`config.mk`:
```
export PLATFORM = sky130hd
export DESIGN_NAME = accum_window_reporter_flat
export DESIGN_NICKNAME = d
export VERILOG_FILES = /design/src/rtl/accum_window_reporter_if.sv /design/src/rtl/accum_window_reporter.sv /design/src/flat_wrapper.sv
export SDC_FILE = /design/constraint.sdc
export NUM_CORES = 1
export LEC_CHECK = 0
export BUFFER_PORTS_ARGS = -buffer_cell sky130_fd_sc_hd__buf_2
export CAP_MARGIN = 5
export CORE_UTILIZATION = 51
export CTS_CLUSTER_SIZE = 12
export DETAILED_ROUTE_END_ITERATION = 16
export GPL_TIMING_DRIVEN = 0
export PLACE_DENSITY = 0.82
export SLEW_MARGIN = 20
export SYNTH_ARGS = -nofsm -noshare
export SYNTH_HDL_FRONTEND = slang
export SYNTH_SLANG_ARGS = --single-unit
```
`constraint.sdc`:
```
create_clock -name clk -period 7.7 [get_ports clk]
set_clock_uncertainty 0.2 [all_clocks]
set_input_delay 0.385 -clock clk [delete_from_list [all_inputs] [get_ports clk]]
set_output_delay 0.385 -clock clk [all_outputs]
set_load 0.03 [all_outputs]
```
`src/rtl/accum_window_reporter_if.sv`:
```
// Report bus from accum_window_reporter to its consumer.
// Master drives rpt_valid and the rpt_* fields; slave drives rpt_ready.
// rpt_range exists only when REPORT_RANGE_EN is defined.
interface accum_window_reporter_if;
    logic        rpt_valid;
    logic        rpt_ready;
    logic [31:0] rpt_sum;
    logic [15:0] rpt_mean;
    logic [15:0] rpt_min;
    logic [15:0] rpt_max;
    logic [15:0] rpt_index;
    logic [1:0]  rpt_status;
`ifdef REPORT_RANGE_EN
    logic [16:0] rpt_range;
`endif

    modport master (
`ifdef REPORT_RANGE_EN
        output rpt_range,
`endif
        output rpt_valid,
        output rpt_sum,
        output rpt_mean,
        output rpt_min,
        output rpt_max,
        output rpt_index,
        output rpt_status,
        input  rpt_ready
    );

    modport slave (
`ifdef REPORT_RANGE_EN
        input  rpt_range,
`endif
        input  rpt_valid,
        input  rpt_sum,
        input  rpt_mean,
        input  rpt_min,
        input  rpt_max,
        input  rpt_index,
        input  rpt_status,
        output rpt_ready
    );
endinterface

```
`src/rtl/accum_window_reporter.sv`:
```
// Windowed report generator behind the signed running accumulator.
// Inputs: clk, reset (async, active-high), acc, cycle_count, min_val,
// max_val, overflow_flag, underflow_flag. Outputs: rpt (report bus,
// master modport), drop_count, halted. Optional macro REPORT_RANGE_EN
// adds rpt_range = max_val - min_val at window close.
module accum_window_reporter #(
    parameter int LOG2_WIN = 2
) (
    input  logic                    clk,
    input  logic                    reset,
    input  logic [31:0]             acc,
    input  logic [31:0]             cycle_count,
    input  logic [15:0]             min_val,
    input  logic [15:0]             max_val,
    input  logic                    overflow_flag,
    input  logic                    underflow_flag,
    accum_window_reporter_if.master rpt,
    output logic [7:0]              drop_count,
    output logic                    halted
);
    typedef enum logic [1:0] {
        COLLECT,
        HALT_PEND,
        HALTED
    } state_e;

    typedef struct packed {
        logic [31:0] sum;
        logic [15:0] lo;
        logic [15:0] hi;
        logic [15:0] idx;
        logic [1:0]  status;
`ifdef REPORT_RANGE_EN
        logic [16:0] spread;
`endif
    } report_t;

    state_e      state_q, state_d;
    logic [31:0] base_q, base_d;
    logic [31:0] prev_count_q, prev_count_d;
    logic [15:0] win_idx_q, win_idx_d;
    logic [7:0]  drop_q, drop_d;
    logic        halted_q, halted_d;
    logic        valid_q, valid_d;
    // final report already sits in the output register
    logic        fin_held_q, fin_held_d;
    report_t     out_q, out_d;
    // final report waiting for the output register to free up
    report_t     stg_q, stg_d;

    report_t     cand;
    logic        flag;
    logic        boundary;
    logic        can_load;
    logic        accept;
    logic signed [31:0] sum_s;

    always_comb begin
        cand        = '0;
        cand.sum    = acc - base_q;
        cand.lo     = min_val;
        cand.hi     = max_val;
        cand.idx    = win_idx_q;
        cand.status = {underflow_flag, overflow_flag};
`ifdef REPORT_RANGE_EN
        // max < min means no samples yet
        if ($signed(max_val) < $signed(min_val)) begin
            cand.spread = '0;
        end else begin
            cand.spread = {max_val[15], max_val}
                        - {min_val[15], min_val};
        end
`endif
    end

    assign flag     = overflow_flag | underflow_flag;
    assign boundary = (cycle_count != prev_count_q)
                   && (cycle_count[LOG2_WIN-1:0] == '0);
    assign accept   = valid_q & rpt.rpt_ready;
    assign can_load = ~valid_q | rpt.rpt_ready;

    always_comb begin
        state_d      = state_q;
        base_d       = base_q;
        prev_count_d = cycle_count;
        win_idx_d    = win_idx_q;
        drop_d       = drop_q;
        halted_d     = halted_q;
        valid_d      = valid_q & ~accept;
        fin_held_d   = fin_held_q;
        out_d        = out_q;
        stg_d        = stg_q;
        unique case (state_q)
            COLLECT: begin
                if (flag) begin
                    // saturation beats a coincident window close
                    state_d = HALT_PEND;
                    if (can_load) begin
                        out_d      = cand;
                        valid_d    = 1'b1;
                        fin_held_d = 1'b1;
                    end else begin
                        stg_d = cand;
                    end
                end else if (boundary) begin
                    base_d    = acc;
                    win_idx_d = win_idx_q + 16'd1;
                    if (can_load) begin
                        out_d   = cand;
                        valid_d = 1'b1;
                    end else if (drop_q != 8'hFF) begin
                        drop_d = drop_q + 8'd1;
                    end
                end
            end
            HALT_PEND: begin
                if (fin_held_q) begin
                    if (accept) begin
                        state_d  = HALTED;
                        halted_d = 1'b1;
                    end
                end else if (can_load) begin
                    out_d      = stg_q;
                    valid_d    = 1'b1;
                    fin_held_d = 1'b1;
                end
            end
            HALTED: begin
                halted_d = 1'b1;
            end
            default: begin
                state_d = COLLECT;
            end
        endcase
    end

    always_ff @(posedge clk or posedge reset) begin
        if (reset) begin
            state_q      <= COLLECT;
            base_q       <= '0;
            prev_count_q <= '0;
            win_idx_q    <= '0;
            drop_q       <= '0;
            halted_q     <= 1'b0;
            valid_q      <= 1'b0;
            fin_held_q   <= 1'b0;
            out_q        <= '0;
            stg_q        <= '0;
        end else begin
            state_q      <= state_d;
            base_q       <= base_d;
            prev_count_q <= prev_count_d;
            win_idx_q    <= win_idx_d;
            drop_q       <= drop_d;
            halted_q     <= halted_d;
            valid_q      <= valid_d;
            fin_held_q   <= fin_held_d;
            out_q        <= out_d;
            stg_q        <= stg_d;
        end
    end

    assign sum_s          = $signed(out_q.sum);
    assign rpt.rpt_valid  = valid_q;
    assign rpt.rpt_sum    = out_q.sum;
    assign rpt.rpt_mean   = 16'(sum_s >>> LOG2_WIN);
    assign rpt.rpt_min    = out_q.lo;
    assign rpt.rpt_max    = out_q.hi;
    assign rpt.rpt_index  = out_q.idx;
    assign rpt.rpt_status = out_q.status;
`ifdef REPORT_RANGE_EN
    assign rpt.rpt_range  = out_q.spread;
`endif
    assign drop_count     = drop_q;
    assign halted         = halted_q;
endmodule

```
`src/flat_wrapper.sv`:
```
// flat-port wrapper written by rule: the top's interface ports become plain ports
module accum_window_reporter_flat 
#(
    parameter int LOG2_WIN = 2
)
  (clk, reset, acc, cycle_count, min_val, max_val, overflow_flag, underflow_flag, drop_count, halted, rpt_rpt_valid, rpt_rpt_sum, rpt_rpt_mean, rpt_rpt_min, rpt_rpt_max, rpt_rpt_index, rpt_rpt_status, rpt_rpt_ready);
  accum_window_reporter_if rpt_i ();
  input  logic clk;
  input  logic reset;
  input  logic [31:0] acc;
  input  logic [31:0] cycle_count;
  input  logic [15:0] min_val;
  input  logic [15:0] max_val;
  input  logic overflow_flag;
  input  logic underflow_flag;
  output logic [7:0] drop_count;
  output logic halted;
  output wire logic [$bits(rpt_i.rpt_valid)-1:0] rpt_rpt_valid;
  output wire logic [$bits(rpt_i.rpt_sum)-1:0] rpt_rpt_sum;
  output wire logic [$bits(rpt_i.rpt_mean)-1:0] rpt_rpt_mean;
  output wire logic [$bits(rpt_i.rpt_min)-1:0] rpt_rpt_min;
  output wire logic [$bits(rpt_i.rpt_max)-1:0] rpt_rpt_max;
  output wire logic [$bits(rpt_i.rpt_index)-1:0] rpt_rpt_index;
  output wire logic [$bits(rpt_i.rpt_status)-1:0] rpt_rpt_status;
  input wire logic [$bits(rpt_i.rpt_ready)-1:0] rpt_rpt_ready;
  assign rpt_rpt_valid = rpt_i.rpt_valid;
  assign rpt_rpt_sum = rpt_i.rpt_sum;
  assign rpt_rpt_mean = rpt_i.rpt_mean;
  assign rpt_rpt_min = rpt_i.rpt_min;
  assign rpt_rpt_max = rpt_i.rpt_max;
  assign rpt_rpt_index = rpt_i.rpt_index;
  assign rpt_rpt_status = rpt_i.rpt_status;
  assign rpt_i.rpt_ready = rpt_rpt_ready;
  accum_window_reporter #(.LOG2_WIN(LOG2_WIN)) u_core (.clk(clk), .reset(reset), .acc(acc), .cycle_count(cycle_count), .min_val(min_val), .max_val(max_val), .overflow_flag(overflow_flag), .underflow_flag(underflow_flag), .rpt(rpt_i), .drop_count(drop_count), .halted(halted));
endmodule
```
### Word level (Yosys, flattened, before mapping)

Cells that the tools add are included.

* input bits: 101
* bits in registers: 257
* logic and storage cells: 76

* eq/ne operators: 11
* reduce and logical (&&, ||, !) cells: 12
* mux-type cells: 23
* bitwise operators: 9
* add/subtract/negate cells: 3

Operators with widths (number)
* 82-bit two-way mux: 5
* 82-bit case mux with 2 select lines: 1
* 32-bit != test: 1
* 32-bit subtractor: 1
* 16-bit by 1-bit adder with 16-bit output, second input constant: 1
* 3-bit AND reduction: 4
* 1-bit two-way mux: 10
* 2-bit by 1-bit != test with 1-bit output, second input constant: 5
* 8-bit by 1-bit adder with 8-bit output, second input constant: 1
* 8-bit != test, second input constant: 1
* 4-bit AND reduction: 2
* 2-bit two-way mux: 3
* 1-bit case mux with 2 select lines: 3
* 2-bit case mux with 3 select lines: 1
* 1-bit inverter: 5
* 5-bit AND reduction: 1
* 2-bit logical NOT: 2
* 2-bit nonzero test: 2
* 3-bit by 1-bit != test with 1-bit output, second input constant: 1
* 1-bit bitwise AND: 2
* 2-bit by 1-bit equality test with 1-bit output, second input constant: 1
* 2-bit equality test, second input constant: 1
* 2-bit != test, second input constant: 1
* 1-bit OR: 2
* 1-bit logical AND: 1

### Logic depth before layout (Yosys ltp)

* depth in word-level cells: 7
* mapped depth: 12
* mapped depth without buffers: 12

### Least setup slack after synthesis

No wires, ideal clock.

* path type: register to register
* start point: register u_core.base_q[1]
* end point: register u_core.out_q (netlist bit u_core.rpt.rpt_sum[31])
* required time: 7.431 ns
* clock period less this slack: 2.903 ns
* buffers on the path: 0
* cell stages (with the launch flop): 12
* setup time: 0.069 ns
* setup slack: 4.797 ns
* arrival: 2.633 ns
* path through: dfrtp_1 > inv_1 > ha_1 > nor2b_2 > o2111ai_1 > a31o_1 > o311ai_4 > a31oi_4 > o21ai_4 > a311oi_2 > or4b_1 > nand3_1

* longest elaborated chain between the ends: 5

RTL lines
* start, declared: line accum_window_reporter.sv:39 `logic [31:0] base_q, base_d;`
* start signal, assigned: line accum_window_reporter.sv:151 `base_q <= base_d;`
* 32-bit subtractor *: line accum_window_reporter.sv:60 `cand.sum = acc - base_q;`
* 82-bit two-way mux *: line accum_window_reporter.sv:98, accum_window_reporter.sv:108
* 82-bit two-way mux: line accum_window_reporter.sv:105 `end else if (boundary) begin`
* 82-bit two-way mux *: line accum_window_reporter.sv:95 `if (flag) begin`
* 82-bit case mux with 2 select lines *: line accum_window_reporter.sv:93 `unique case (state_q)`
* end signal, assigned: line accum_window_reporter.sv:158 `out_q <= out_d;`
* end, declared: line accum_window_reporter.sv:47 `report_t out_q, out_d;`

Mark *: on every way between the ends. The rest lies on a longest branch, timed or not. The select of a mux whose other input is x is not followed.
A chain may end at the register's enable or synchronous reset.

### Worst setup path in the final report

* start point: input acc[0]
* end point: register u_core.out_q (netlist bit u_core.rpt.rpt_sum[28])

* longest elaborated chain between the ends: 5

RTL lines
* start, declared: line flat_wrapper.sv:10 `input logic [31:0] acc;`
* 32-bit subtractor *: line accum_window_reporter.sv:60
* 82-bit two-way mux *: line accum_window_reporter.sv:98, accum_window_reporter.sv:108
* 82-bit two-way mux: line accum_window_reporter.sv:105
* 82-bit two-way mux *: line accum_window_reporter.sv:95
* 82-bit case mux with 2 select lines *: line accum_window_reporter.sv:93

Marked as above.

==> qor.txt <==
status - completed
Fill cells - 1762
area of the multi-input gates - 5160 µm²
vias in the first global route - 10.5k
share of post-route cells with drive strength above 1 - 19.1%
routability congestion estimate - 0.892
CTS Buffer Depth - 3
first-pass detailed-route iteration total - 6
Ys Warns - 0
Async SR Flop Fraction - 100%
unrepaired setup endpoints after global routing - no
synth unique cells - 52
met3 routed wirelength - 2.53 mm
Wirelength per Cell - 17.1 µm
I/O Buffers - 208
pin count of the biggest net entering global routing - 108
f_max - 0.273 GHz
Pleak - 7.29 nW
highest metal used - met4
Remaining DRCs - 0
Ports - 209
Power, Total - 0.00305 W
WP data required - 7980 ps
die width - 156 µm
HP Class - primary input to async pin
DR vias - 10.8k
Initial Util - 51.8%
final std cells w/o fill - 1968
H-tree depth - 1
placed cells - 1821
post-synth net total - 1427
Rows - 56
post-route ant nets - 0
CP Launch Type - primary input
synthesis-to-layout area growth - 27.7%
Routed met2 length - 16.4 mm
Final Util - 66.1%
Synth Flop Type - dfrtp_1
Final nets - 1767
mapped cell area - 12100 µm²
dpl ws - 4130 ps
most frequent cells in the layout - nand2_1 (392), dfrtp_1 (257), buf_2 (212)
reg2reg end - u_core.rpt.rpt_sum[28]
Max-Cap Viols - 0
Synth Instances - 1292
Inserted Clock Buffers - 27
first-pass GRT wire length - 53.4 mm
launch point of the worst reg-to-reg path - u_core.base_q[0]
Clock transition at path regs - 60 ps
Final Hold Fails - 0
core area - 23400 µm²
Reg area - 6430 µm²
die height - 156 µm
Slew Limit Fails - 0
Total GRT Usage - 27.9%
HPWL after DPL - 22.2 mm
GR Overflow Total - 0
Final Hold Slack - 194 ps
critical path arrival - 3950 ps
Root Driver - clkbuf_16
crit path kind - primary input to flip-flop
Mean Syn Cell Area - 9.37 µm²
CP max FO - 4
Final WS setup - 4030 ps
clock tree sinks - 257
Max VDD drop - 0.152 mV
initial antenna violation count - 1
commonest non-fill, non-tap cell in the layout - nand2_1
pwr/cell area - 197 nW/µm²
post-CTS setup buffers - 0
met1 wire length - 13.6 mm
Post-synth EDFFs - 0
DR iter-0 viols - 730
#FFs+latches synth - 257
R2R Setup Slk - 4150 ps
Slew headroom - 51.2%
die area - 24400 µm²
Setup crit end kind - flip-flop
sequential element share of the synthesized area - 53.1%
Worst-Margin Slew - 732 ps
Total Wirelength - 33.6 mm
Worst R2R Path Depth - 11
CTS tree - yes
Min Clock Period, post-route - 3670 ps
Clock Latency Late Sink - 550 ps
final setup violation count - 0
Final period util - 47.6%
Vias/cell - 5.47
==> power breakdown <==
group / leakage (nW) / internal, W / switching, W
Sequential: 3.17 / 0.00138 / 0.0000229
Combinational: 3.70 / 0.000152 / 0.000227
Clock: 0.419 / 0.000720 / 0.000542
Total: 7.29 / 0.00226 / 0.000792
==> what timing repair did <==
| item | CTS | global route |
|---|---|---|
| endpoints found under the hold margin | 186 | 0 |
| endpoints found under the setup margin | 0 | 0 |
| gates resized for setup | 0 | 0 |
| hold buffers | 101 | 0 |
==> cells by family after synthesis <==
family          Yosys count  share of synthesized area (%)
simple gates            559                           18.8
flops                   257                           53.1
compound gates          202                           10.9
buf+inv                 122                           4.32
xor+xnor                 84                           6.07
mux                      34                           3.16
fa+ha+maj                34                           3.57
==> per-stage QoR <==
step / area, µm² / TNS [ps]
after floorplan: 12100 / 0
after global placement: 13600 / -658730
after detailed placement: 13600 / 0
after CTS: 15500 / 0
after global routing: 15500 / 0
final: 15500 / 0
==> layout make-up <==
type	instances	share of cell area (%)
tap	319	2.58
buffer	80	2.36
clock buffer	41	5.22
timing repair buffer	311	13.6
multi-input combinational	913	33.3
antenna	1	0.0162
clock inverter	4	0.226
inverter	42	1.07
sequential	257	41.6
==> how the worst max path moves through the flow <==
stage	startpoint	end	slack, ps	cells past startpoint
final	acc[0]	u_core.rpt.rpt_sum[28]	4030	14
after global routing	acc[0]	u_core.rpt.rpt_sum[28]	3860	14
after CTS	acc[0]	u_core.rpt.rpt_sum[28]	4110	14
after detailed placement	acc[0]	u_core.rpt.rpt_sum[28]	4130	13
after global placement	reset	u_core.base_q[12]	-2580	2
after floorplan	reset	u_core.base_q[0]	40	1
==> worst max-delay path, cell delays in order <==
cell and delay, ps:
dlygate4sd3_1 510, buf_2 90, inv_1 40, ha_1 230, fa_1 400, nand2b_1 180
a21oi_1 210, o21ai_0 200, o21ai_0 450, o21ai_0 320, o221ai_1 320, xnor2_1 120
o211ai_1 320, o21a_1 170
==> synthesized netlist by cell type (2+ instances only) <==
| master | instances | share of area, % |
|---|---|---|
| o21ai_0 | 37 | 1.5 |
| buf_4 | 16 | 0.99 |
| a21oi_1 | 34 | 1.4 |
| inv_1 | 42 | 1.3 |
| or3_1 | 5 | 0.26 |
| a211oi_1 | 6 | 0.37 |
| a21o_1 | 12 | 0.74 |
| xnor2_1 | 32 | 2.3 |
| buf_2 | 4 | 0.17 |
| nand3_1 | 14 | 0.58 |
| nor3_1 | 4 | 0.17 |
| and2_1 | 2 | 0.10 |
| nand2_1 | 392 | 12 |
| nor2b_1 | 6 | 0.31 |
| ha_1 | 33 | 3.4 |
| buf_1 | 6 | 0.19 |
| a31oi_1 | 73 | 3.8 |
| nor4_1 | 9 | 0.46 |
| nand2b_1 | 6 | 0.31 |
| o21a_1 | 9 | 0.56 |
| dfrtp_1 | 257 | 53 |
| and3_1 | 9 | 0.46 |
| mux2_2 | 34 | 3.2 |
| nand4_1 | 19 | 0.98 |
| o211ai_1 | 9 | 0.56 |
| a311oi_2 | 2 | 0.25 |
| nor2_1 | 89 | 2.8 |
| xor2_1 | 52 | 3.8 |
| a41oi_1 | 2 | 0.14 |
| clkbuf_1 | 54 | 1.7 |
| a221o_1 | 2 | 0.17 |
==> state kept, by name, summed over array words and instances, names as in the netlist <==
signal                 flops
u_core.fin_held_q          1
u_core.halted              1
u_core.rpt.rpt_status      2
u_core.prev_count_q       32
u_core.state_q             2
u_core.rpt.rpt_max        16
u_core.base_q             32
u_core.rpt.rpt_index      16
u_core.win_idx_q          16
u_core.drop_count          8
u_core.rpt.rpt_sum        32
u_core.stg_q              82
u_core.rpt.rpt_min        16
u_core.rpt.rpt_valid       1
==> per-layer routing <==
| layer | vias to the layer above | GRT usage, % |
|---|---|---|
| met2 | 483 | 47.8 |
| met3 | 76 | 4.31 |
| met5 | - | 0 |
| met1 | 5235 | 35.9 |
| met4 | 0 | 9.71 |
| li1 | 4975 | - |
Power figures use the tool's default switching activity.
